<file path="config.mk">
export PLATFORM = sky130hd
export DESIGN_NAME = green_fetch
export DESIGN_NICKNAME = d
export VERILOG_FILES = /design/src/rtl/green_pkg.sv /design/src/rtl/green_pc_reg.sv /design/src/rtl/green_fetch.sv
export SDC_FILE = /design/constraint.sdc
export NUM_CORES = 1
export LEC_CHECK = 0
export BUFFER_PORTS_ARGS = -buffer_cell sky130_fd_sc_hd__buf_4
export CAP_MARGIN = 40
export CORE_ASPECT_RATIO = 1.75
export CORE_MARGIN = 2
export CORE_UTILIZATION = 30
export CTS_BUF_LIST = sky130_fd_sc_hd__clkbuf_4 sky130_fd_sc_hd__clkbuf_8
export DETAILED_ROUTE_END_ITERATION = 10
export PLACE_DENSITY_LB_ADDON = 0.25
export SYNTH_ARGS = -nofsm -noshare
export SYNTH_HDL_FRONTEND = slang
export SYNTH_HIERARCHICAL = 1
export SYNTH_SLANG_ARGS = --single-unit
</file>
<file path="constraint.sdc">
create_clock -name clk -period 3.15 [get_ports clk]
set_clock_uncertainty 0.1 [all_clocks]
set_input_delay 0.63 -clock clk [delete_from_list [all_inputs] [get_ports clk]]
set_output_delay 0.63 -clock clk [all_outputs]
set_load 0.03 [all_outputs]
</file>
<file path="src/rtl/green_pkg.sv">
// Shared constants for the green fetch stage: opcodes and the fetch state encoding.
// Purely declarative; no timing or backpressure of its own.
package green_pkg;

  localparam logic [3:0] OPC_LD   = 4'h0;
  localparam logic [3:0] OPC_ST   = 4'h1;
  localparam logic [3:0] OPC_INC  = 4'h2;
  localparam logic [3:0] OPC_BR   = 4'h3;
  localparam logic [3:0] OPC_HALT = 4'hF;

  localparam int STATE_W = 2;

  localparam logic [STATE_W-1:0] S_FETCH = 2'd0;
  localparam logic [STATE_W-1:0] S_ISSUE = 2'd1;
  localparam logic [STATE_W-1:0] S_HALT  = 2'd2;

endpackage

</file>
<file path="src/rtl/green_pc_reg.sv">
// Program counter register: sync reset to RESET_PC, load beats increment.
// Latency: new value visible the cycle after load/inc; no backpressure (enables only).
// Increment wraps modulo 2^ADDR_W.
module green_pc_reg #(
  parameter int                ADDR_W   = 16,
  parameter logic [ADDR_W-1:0] RESET_PC = '0
) (
  input  logic              clk,
  input  logic              rst,
  input  logic              load,
  input  logic              inc,
  input  logic [ADDR_W-1:0] load_val,
  output logic [ADDR_W-1:0] pc
);

  always_ff @(posedge clk) begin
    if (rst) begin
      pc <= RESET_PC;
    end else if (load) begin
      pc <= load_val;
    end else if (inc) begin
      pc <= pc + 1'b1;
    end
  end

endmodule

</file>
<file path="src/rtl/green_fetch.sv">
// Instruction fetch: holds pc, fetches over req/ack, presents one instruction to the decoder.
// Latency: ins_valid one cycle after imem_ack; stall holds ins/pc; at most 1 instr per 2 cycles.
// Optional HALT support is compiled in with GREEN_FETCH_HALT_EN.
module green_fetch
  import green_pkg::*;
#(
  parameter int                ADDR_W   = 16,
  parameter int                DATA_W   = 16,
  parameter logic [ADDR_W-1:0] RESET_PC = '0,
  parameter logic [3:0]        HALT_OPC = OPC_HALT
) (
  input  logic              clk,
  input  logic              rst,
  output logic              imem_req,
  output logic [ADDR_W-1:0] imem_addr,
  input  logic              imem_ack,
  input  logic [DATA_W-1:0] imem_rdata,
  input  logic              stall,
  input  logic              br_taken,
  input  logic [ADDR_W-1:0] br_tgt,
  output logic [DATA_W-1:0] ins,
  output logic              ins_valid,
  output logic [ADDR_W-1:0] pc,
  output logic              halted
);

  logic [STATE_W-1:0] state;
  logic [STATE_W-1:0] state_nxt;
  logic               consume;
  logic               halt_hit;
  logic               halting;
  logic               pc_load;
  logic               pc_inc;

  assign consume  = (state == S_ISSUE) && !stall;
  assign halt_hit = (ins[DATA_W-1 -: 4] == HALT_OPC);

`ifdef GREEN_FETCH_HALT_EN
  assign halting = consume && halt_hit;
`else
  logic unused_halt;
  assign unused_halt = halt_hit;
  assign halting     = 1'b0;
`endif

  // A halting instruction leaves pc pointing at itself.
  assign pc_load = consume && br_taken && !halting;
  assign pc_inc  = consume && !br_taken && !halting;

  always_ff @(posedge clk) begin
    if (rst) begin
      state <= S_FETCH;
    end else begin
      state <= state_nxt;
    end
  end

  always_comb begin
    state_nxt = state;
    case (state)
      S_FETCH: begin
        if (imem_ack) begin
          state_nxt = S_ISSUE;
        end
      end
      S_ISSUE: begin
        if (!stall) begin
          state_nxt = halting ? S_HALT : S_FETCH;
        end
      end
`ifdef GREEN_FETCH_HALT_EN
      S_HALT:  state_nxt = S_HALT;
`endif
      default: state_nxt = S_FETCH;
    endcase
  end

  always_comb begin
    imem_req = (state == S_FETCH) && !rst;
`ifdef GREEN_FETCH_HALT_EN
    halted   = (state == S_HALT);
`else
    halted   = 1'b0;
`endif
  end

  always_ff @(posedge clk) begin
    if (rst) begin
      ins       <= '0;
      ins_valid <= 1'b0;
    end else if ((state == S_FETCH) && imem_ack) begin
      ins       <= imem_rdata;
      ins_valid <= 1'b1;
    end else if (consume) begin
      ins_valid <= 1'b0;
    end
  end

  green_pc_reg #(
    .ADDR_W   (ADDR_W),
    .RESET_PC (RESET_PC)
  ) u_pc_reg (
    .clk      (clk),
    .rst      (rst),
    .load     (pc_load),
    .inc      (pc_inc),
    .load_val (br_tgt),
    .pc       (pc)
  );

  assign imem_addr = pc;

endmodule

</file>
==> summary.txt, run 1 <==
Clocking
  – Post-CTS sizing: 0
  – Reg clk slew, reported paths: 70 ps
  – # Post-CTS Setup Buffers: 0
  – Worst skew pair latency: around 280 ps
  – CTS H-tree depth: 2
  – CTS tree: done
  – CTS Root Buffer Type: clkbuf_8
  – CTS Buf Count: 5
  – Clock buffer depth: 2
  – Cts hold-fix bufs: 0
  – Clk sink count: 34

Global route
  – Vias in the first global route: 1616
  – Global-route wire length before repair: 7680 um
  – Total track usage: 13.5%
  – Largest net degree at the start of global routing: between 50 and 60
  – GRT Residual Overflow: 0
  – Initial antenna violation count: 0

Power
  – Final Power: about 1.1 mW
  – Leakage: 1.22 nW
  – Maximum vdd drop: ~0.22 mV
  – Power density cells: approximately 410 nW/um^2

Hold path
  – Hold endpoint: ins_valid
  – Hold_sp: ins_valid
  – Hold path depth: 2
  – Worst Hold Class: flop to flop

Logic synthesis
  – Distinct cells, synth: 32
  – Synth area leader: dfxtp_1
  – Count leader, synth: dfxtp_1
  – Area contributors post-synth: dfxtp_1 (34%), nand4bb_1 (9.1%), buf_4 (6.8%)
  – Seq/Total Area, Yosys: 34.4%
  – Mapped Cells: 212
  – Post-synth top area share: 34.4%
  – FF+latch count, synth: 34
  – Post-synth EDFFs: 0
  – Yosys warns: 6
  – List of most frequent post-synthesis cells: dfxtp_1 (34), buf_4 (18), nand2b_1 (16), nand4bb_1 (16), a21oi_1 (14)
  – Post-Synthesis Mean Instance Area: between 9 and 10 um^2
  – Ys flop type: dfxtp_1
  – Syn_nets: 250
  – Async set or reset register ratio after synthesis: 0%
  – Post-Syn Area: 1980 um^2

Finish
  – Final-stage net count: 316
  – Fillers: roughly 700
  – Diodes inserted: 0
  – Layout cell share with drive strength beyond 1: a little over two fifths
  – Layout area overhead: 34.2%

Flow run
  – Max-Cap Viols: 0

Setup path
  – Worst r2r path cells: 6
  – R2R setup slack: 1310 ps
  – CP Max Fanout: 12
  – Critical R2R Launch: state[0]
  – Required time worst endpoint: 3260 ps
  – Critical R2R Capture: u_pc_reg/pc[5]
  – Worst setup SP type: primary input
  – Worst EP arrival: 2100 ps
  – CP endpoint kind: flop
  – Critical path class: primary input to flop

Die
  – Top Ports: 88
  – Initial core utilization: 30.7%
  – Die H: 111 um
  – Rows: 39
  – DIE AREA: about 7300 um^2
  – Die width: around 65 um
  – Core area: ~6400 um^2

STA
  – RSZ-0062 raised after global routing: false
  – Final Cycle Share: between 60% and 70%
  – Setup TNS: 0 ps
  – Setup WS post-layout: 1170 ps
  – Fmax: roughly 500 MHz
  – Hold Vio Cnt, Final: 0
  – Max Slew Vio Count: 0
  – Setup violations, final: 0
  – Crit path time final: around 2000 ps

Detailed routing
  – Post-route ant nets: 0
  – WL final: about 4700 um
  – Via Count: 1673
  – DR WL/cell: 13.0 um
  – # DRC: 0
  – Post-DR vias/cell: 4.63
  – DR iter-0 viols: 68
  – Drt pass-1 iters: 4

Placed design
  – Port Buf Inserts: 86
  – DP HPWL: 3420 um
  – Pre-CTS setup slack: 874 ps
  – GP Congestion: around 0.73

Status
  – Status: finished clean
[kinds of logic after synthesis]
group,after synthesis,synth area share [%]
DFF,34,34.4
buffers and inverters,44,13.2
adders and majority gates,1,0.633
and+or+nand+nor,70,28.5
AOI/OAI and AO/OA,43,14.3
other,1,0.190
xor gates and xnor gates,14,6.20
muxes,5,2.53
[worst max-delay path, cell delays in order]
cell	delay, ps
buf_4	120
nor3b_1	200
buf_4	190
nand4_4	250
or3_1	390
a21o_1	180
a21oi_1	130
[layout make-up]
type / count / area, um^2 / area share, %
clock inverters: 3 / 40.0 / 1.51
repair buffers: 90 / 676 / 25.5
well taps: 82 / 103 / 3.87
multi-input cells: 134 / 1040 / 39.1
inverters: 13 / 48.8 / 1.84
flip-flops and latches: 34 / 681 / 25.7
clock buffers: 5 / 68.8 / 2.59
[stage by stage]
step	std cells	hold slack (ps)	util, %	cell area, um^2
global placement	353	365	39.5	2540
global route	361	403	41.2	2650
CTS	361	378	41.2	2650
detailed placement	353	367	39.5	2540
finish	361	370	41.2	2650
floorplan	212	441	-	1980
[flip-flops by register name, indices dropped and copies added (netlist names)]
signal       flops
ins             16
u_pc_reg/pc     16
state            1
ins_valid        1
[routing by layer]
metal	GRT usage, %	wire length [um]	vias up
met5	0	0	-
met4	5.00	58	0
met3	3.23	267	5
met2	24.6	2630	54
met1	14.7	1750	771
li1	-	-	843
[worst max-delay path by stage]
stage          startpoint               to  slack [ps]  cells past startpoint
3_3_place_gp        stall  u_pc_reg/pc[15]         830                      7
5_1_grt             stall  u_pc_reg/pc[11]        1060                      7
3_5_place_dp        stall   u_pc_reg/pc[5]         870                      7
6_report            stall   u_pc_reg/pc[5]        1170                      7
4_1_cts             stall   u_pc_reg/pc[5]        1170                      7
2_1_floorplan       stall  u_pc_reg/pc[11]        1120                      7
[power breakdown]
part           total, mW  switching (mW)  internal, mW
clock network      0.397           0.165         0.233
logic              0.224           0.123         0.102
registers          0.474          0.0214         0.452
[cells in the final DEF (no fill, tap or decap), drive strengths merged, types with 2 or more instances in the layout]
cell type  Yosys  final
o21a          10     10
nor3           4      4
nor2           9      9
clkinv         0      2
mux2i          5      5
clkbuf         9      5
nor4           6      6
a21oi         14     14
nand2          6      6
dfxtp         34     34
nand4bb       16     16
inv           13     13
buf           22     90
xnor2          5      5
nand2b        16     16
nand4          6      6
o21ai         17     17
xor2           9      9
nand3          3      3
Note: power is estimated with default switching activity, not from simulation.
==> run 2: changes to the inputs <==
clock period = 1.6 ns   (was 3.15 ns; I/O delays follow)
==> summary.txt, run 2 (same netlist as run 1, synthesis figures left out) <==
Status
  – Status: finished clean (unchanged)

Global route
  – Initial antenna violation count: 0 (unchanged)
  – Vias in the first global route: 1774 (was 1616)
  – Global-route wire length before repair: 8380 um (was 7680 um)
  – Total track usage: 14.6% (was 13.5%)
  – Largest net degree at the start of global routing: 22 (was 51)
  – GRT Residual Overflow: 0 (unchanged)

Flow run
  – Max-Cap Viols: 0 (unchanged)

STA
  – Crit path time final: 1540 ps
  – Hold Vio Cnt, Final: 0 (unchanged)
  – Final Cycle Share: 96.3%
  – RSZ-0062 raised after global routing: true (was false)
  – Fmax: 649 MHz
  – Max Slew Vio Count: 0 (unchanged)
  – Setup violations, final: 0 (unchanged)
  – Final hold slack: 171 ps (was 370 ps)
  – Setup WS post-layout: 59.7 ps (was 1170 ps)

Detailed routing
  – # DRC: 0 (unchanged)
  – Post-DR vias/cell: 4.62 (was 4.63)
  – Post-route ant nets: 0 (unchanged)
  – DR iter-0 viols: 56 (was 68)
  – WL final: 4970 um (was 4700 um)
  – DR WL/cell: 13.2 um (was 13.0 um)
  – Drt pass-1 iters: 4 (unchanged)
  – Via Count: 1748 (was 1673)

Die
  – Die width: 65.4 um (unchanged)
  – Core area: 6440 um^2 (unchanged)
  – Rows: 39 (unchanged)
  – Initial core utilization: 30.7% (unchanged)
  – Die H: 111 um (unchanged)
  – Top Ports: 88 (unchanged)
  – DIE AREA: 7280 um^2 (unchanged)

Placed design
  – Port Buf Inserts: 86 (unchanged)
  – GP Congestion: 0.782 (was 0.734)
  – DP HPWL: 3840 um (was 3420 um)
  – Inst Count DP: 369 (was 353)
  – Pre-CTS setup slack: -120 ps (was 874 ps)

Setup path
  – CP Max Fanout: 4 (was 12)
  – Required time worst endpoint: 1680 ps (was 3260 ps)
  – Worst EP arrival: 1620 ps (was 2100 ps)
  – Worst setup SP type: flop (was primary input)
  – CP endpoint kind: flop (unchanged)
  – Critical path class: flop to flop (was primary input to flop)

Clocking
  – CTS Buf Count: 5 (unchanged)
  – Reg clk slew, reported paths: 70 ps (about the same)
  – CTS tree: done (unchanged)
  – CTS H-tree depth: 2 (unchanged)
  – Cts hold-fix bufs: 0 (unchanged)
  – Clk sink count: 34 (unchanged)
  – Worst skew pair latency: 280 ps (about the same)
  – CTS Root Buffer Type: clkbuf_8 (unchanged)
  – Clock buffer depth: 2 (unchanged)

Power
  – Power density cells: 717 nW/um^2 (was 413 nW/um^2)
  – Maximum vdd drop: 0.556 mV (was 0.224 mV)
  – Leakage: 1.41 nW (was 1.22 nW)

Finish
  – Multi-input logic area: 1110 um^2 (was 1040 um^2)
  – Final cell count without fillers: 378 (was 361)
  – Final-stage net count: 333 (was 316)
  – Layout area overhead: 45.7% (was 34.2%)
  – Commonest non-fill, non-tap cell in the layout: buf_4 (unchanged)
  – Layout cell share with drive strength beyond 1: 50.3% (was 41.9%)
  – Largest registers: ins (16), u_pc_reg/pc (16) (unchanged)
  – Most frequent cells in the layout: buf_4 (105), dfxtp_1 (24), nand2b_1 (16), nand4bb_1 (16), a21oi_1 (14) (was buf_4 (90), dfxtp_1 (34), nand2b_1 (16), nand4bb_1 (16), a21oi_1 (14))
  – FF/Latch Area: 693 um^2 (was 681 um^2)
  – Core Util, Final: 44.7% (was 41.2%)
  – Diodes inserted: 0 (unchanged)
  – Fillers: 693 (was 694)

Hold path
  – Worst Hold Class: primary input to flop (was flop to flop)
-- run 2: worst paths after layout --
check	from	endpoint	slack, ps	cells past startpoint
setup / recovery	u_pc_reg/pc[0]	u_pc_reg/pc[12]	60	5
hold / removal	br_tgt[0]	u_pc_reg/pc[0]	170	3
setup reg to reg	u_pc_reg/pc[0]	u_pc_reg/pc[12]	60	5
hold reg to reg	ins[8]	ins[8]	380	2
-- run 2: power by group --
part           internal, mW  switching, mW  leakage, nW
logic                 0.217          0.251         1.08
clock network         0.346          0.321       0.0472
registers             0.893         0.0371        0.283
total                  1.46          0.609         1.41
-- run 2: per-stage QoR --
stage	TNS [ps]	total power, mW	instance area [um^2]
2_1_floorplan	-587	1.24	2070
3_3_place_gp	-929	1.42	2770
3_5_place_dp	-1120	1.42	2770
4_1_cts	0	2.11	2870
5_1_grt	-169	2.18	2880
6_report	0	2.06	2880
-- run 2: timing repair --
item | 4_1_cts | 5_1_grt
setup endpoints to repair | 0 | 11
buffers inserted | 0 | 1
resized for setup | 0 | 1
-- run 2: cell type report --
type / count / area share [%]
Tap cell: 82 / 3.56
Inverter: 13 / 1.69
Sequential cell: 34 / 24.1
Multi-Input combinational cell: 134 / 38.6
Clock inverter: 2 / 0.434
Clock buffer: 6 / 2.87
Timing Repair Buffer: 107 / 28.8
-- run 2: layer usage --
metal / track usage [%] / share of wire [%]
met3: 2.83 / 5.2
met4: 6.39 / 2.1
met1: 15.2 / 35
met2: 27.1 / 58
met5: 0 / 0
-- run 2: worst max-delay path: stages (launching register included) --
cell and delay (ps):
dfxtp_2 370, ha_1 210, inv_1 170, nor4_4 320, xor2_1 100, o21a_1 170
==> run 3: changes to the inputs <==
CORE_UTILIZATION = 40   (was 30)
==> summary.txt, run 3 (same netlist as run 1, synthesis figures left out) <==
Power
  – Int Power: 1.45 mW (was 1.46 mW)
  – Maximum vdd drop: 0.538 mV (was 0.556 mV)
  – Leakage: 1.43 nW (was 1.41 nW)
  – Final Power: 2.03 mW (was 2.06 mW)
  – Clk network pwr share: 30.9% (was 32.3%)
  – Sequential power share: 45.7% (was 45.0%)
  – Comb pwr share: 23.4% (was 22.7%)
  – Power density cells: 708 nW/um^2 (was 717 nW/um^2)
  – Net Sw Frac: 28.6% (was 29.5%)
  – Switching power: 0.580 mW (was 0.609 mW)

Setup path
  – Worst setup SP type: flop (unchanged)
  – Critical path cell sequence: nor3b_4, nand4_4, buf_4, nor3_4, xnor2_1, o21a_1 (was ha_1, inv_1, nor4_4, xor2_1, o21a_1)
  – Critical path class: flop to flop (unchanged)
  – CP Max Fanout: 5 (was 4)
  – Worst r2r path cells: 6 (was 5)
  – Critical R2R Launch: state[0] (was u_pc_reg/pc[0])
  – R2R setup slack: 80 ps (was 60 ps)
  – CP endpoint kind: flop (unchanged)
  – Worst path slowest cell: dfxtp_2 (unchanged)
  – Max stage delay on crit path: 330 ps (was 370 ps)
  – Critical R2R Capture: u_pc_reg/pc[9] (was u_pc_reg/pc[12])
  – Required time worst endpoint: 1670 ps (was 1680 ps)
  – Worst EP arrival: 1580 ps (was 1620 ps)

Global route
  – Largest net degree at the start of global routing: 26 (was 22)
  – Global-route wire length before repair: 8170 um (was 8380 um)
  – Total track usage: 18.3% (was 14.6%)
  – GRT Residual Overflow: 0 (unchanged)
  – Vias in the first global route: 1796 (was 1774)
  – Initial antenna violation count: 0 (unchanged)

Die
  – Die width: 57.1 um (was 65.4 um)
  – Die H: 97 um (was 111 um)
  – DIE AREA: 5540 um^2 (was 7280 um^2)
  – Initial core utilization: 42.0% (was 30.7%)
  – Rows: 33 (was 39)
  – Top Ports: 88 (unchanged)
  – Core area: 4710 um^2 (was 6440 um^2)

Finish
  – FF/Latch Area: 693 um^2 (unchanged)
  – Multi-input logic area: 1110 um^2 (unchanged)
  – Fillers: 446 (was 693)
  – Largest registers: ins (16), u_pc_reg/pc (16) (unchanged)
  – Final design area excluding fillers: 2870 um^2 (was 2880 um^2)
  – Layout cell share with drive strength beyond 1: 50.8% (was 50.3%)
  – Commonest non-fill, non-tap cell in the layout: buf_4 (unchanged)
  – Most frequent cells in the layout: buf_4 (107), dfxtp_1 (24), nand2b_1 (16), nand4bb_1 (16), a21oi_1 (14) (was buf_4 (105), dfxtp_1 (24), nand2b_1 (16), nand4bb_1 (16), a21oi_1 (14))
  – Core Util, Final: 60.9% (was 44.7%)
  – Diodes inserted: 0 (unchanged)
  – Final-stage net count: 336 (was 333)
  – Final cell count without fillers: 349 (was 378)
  – Layout area overhead: 44.9% (was 45.7%)

STA
  – RSZ-0062 raised after global routing: true (unchanged)
  – Setup violations, final: 0 (unchanged)
  – Final Cycle Share: 94.7% (was 96.3%)
  – Setup TNS: 0 ps (unchanged)
  – Hold Vio Cnt, Final: 0 (unchanged)
  – Max Slew Vio Count: 0 (unchanged)
  – Setup WS post-layout: 84.9 ps (was 59.7 ps)
  – Final hold slack: 167 ps (was 171 ps)
  – Crit path time final: 1520 ps (was 1540 ps)
  – Fmax: 660 MHz (was 649 MHz)

Clocking
  – Reg clk slew, reported paths: 70 ps (about the same)
  – # Post-CTS Setup Buffers: 0 (unchanged)
  – CTS H-tree depth: 2 (unchanged)
  – CTS Buf Count: 5 (unchanged)
  – CTS Root Buffer Type: clkbuf_8 (unchanged)
  – Clk sink count: 34 (unchanged)
  – Clock buffer depth: 2 (unchanged)
  – CTS tree: done (unchanged)
  – Worst skew pair latency: 280 ps (about the same)

Hold path
  – Worst Hold Class: primary input to flop (unchanged)
  – Hold path depth: 3 (unchanged)
  – Hold_sp: br_tgt[0] (unchanged)
  – Hold endpoint: u_pc_reg/pc[0] (unchanged)

Status
  – Status: finished clean (unchanged)

Detailed routing
  – DR WL/cell: 13.6 um (was 13.2 um)
  – Drt pass-1 iters: 4 (unchanged)
  – DR iter-0 viols: 63 (was 56)
  – WL final: 4730 um (was 4970 um)
  – Via Count: 1787 (was 1748)
  – # DRC: 0 (unchanged)
  – Post-route ant nets: 0 (unchanged)
  – Post-DR vias/cell: 5.12 (was 4.62)

Placed design
  – DP HPWL: 3700 um (was 3840 um)
  – Pre-CTS setup slack: -110 ps (was -120 ps)
  – Inst Count DP: 343 (was 369)
  – GP Congestion: 0.817 (was 0.782)
  – Port Buf Inserts: 86 (unchanged)
  – Post-DP Area: 2780 um^2 (was 2770 um^2)

Flow run
  – Max-Cap Viols: 0 (unchanged)
[run 3: cell types whose count changed in the layout (fill, tap and decap cells not counted), sizes merged]
cell,delta
buf,+3
clkinv,-1
clkinvlp,-1
[run 3: area by class of cell]
cell class / count / area share (%)
Sequential cell: 34 / 24.2
Timing Repair Buffer: 110 / 30.1
Inverter: 13 / 1.70
Multi-Input combinational cell: 134 / 38.8
Clock buffer: 6 / 2.88
Tap cell: 52 / 2.27
[run 3: what timing repair did]
| action | in CTS | in global routing |
|---|---|---|
| hold buffers | 0 | 0 |
| endpoints found under the setup margin | 0 | 10 |
| gates resized for setup | 0 | 2 |
[run 3: worst max path at each step]
stage / slack (ps) / end / depth (start not counted) / start
after floorplan: -70 / u_pc_reg/pc[13] / 8 / state[0]
after global placement: -80 / u_pc_reg/pc[12] / 7 / stall
after detailed placement: -110 / u_pc_reg/pc[9] / 7 / stall
after CTS: 30 / u_pc_reg/pc[12] / 5 / u_pc_reg/pc[0]
after global routing: -10 / u_pc_reg/pc[9] / 6 / state[0]
final: 80 / u_pc_reg/pc[9] / 6 / state[0]
[run 3: routing by layer]
layer  share of wire, %  track usage (%)
met1                 35             18.9
met4                2.6             8.23
met5                  0                0
met3                6.9             4.28
met2                 55             33.7
[run 3: critical path: cells and delay by family, from the launching register on]
kind            cells  cell delay [ps]
simple gates        3              540
flops               1              330
buf+inv             1              200
compound gates      1              160
xor+xnor            1               80
[run 3: power by group through the flow]
stage	Combinational (mW)	Clock (mW)	Sequential, mW
2_1_floorplan	0.205	0	1.03
3_3_place_gp	0.475	0	0.944
3_5_place_dp	0.479	0	0.946
4_1_cts	0.480	0.657	0.927
5_1_grt	0.512	0.690	0.932
6_report	0.475	0.626	0.926
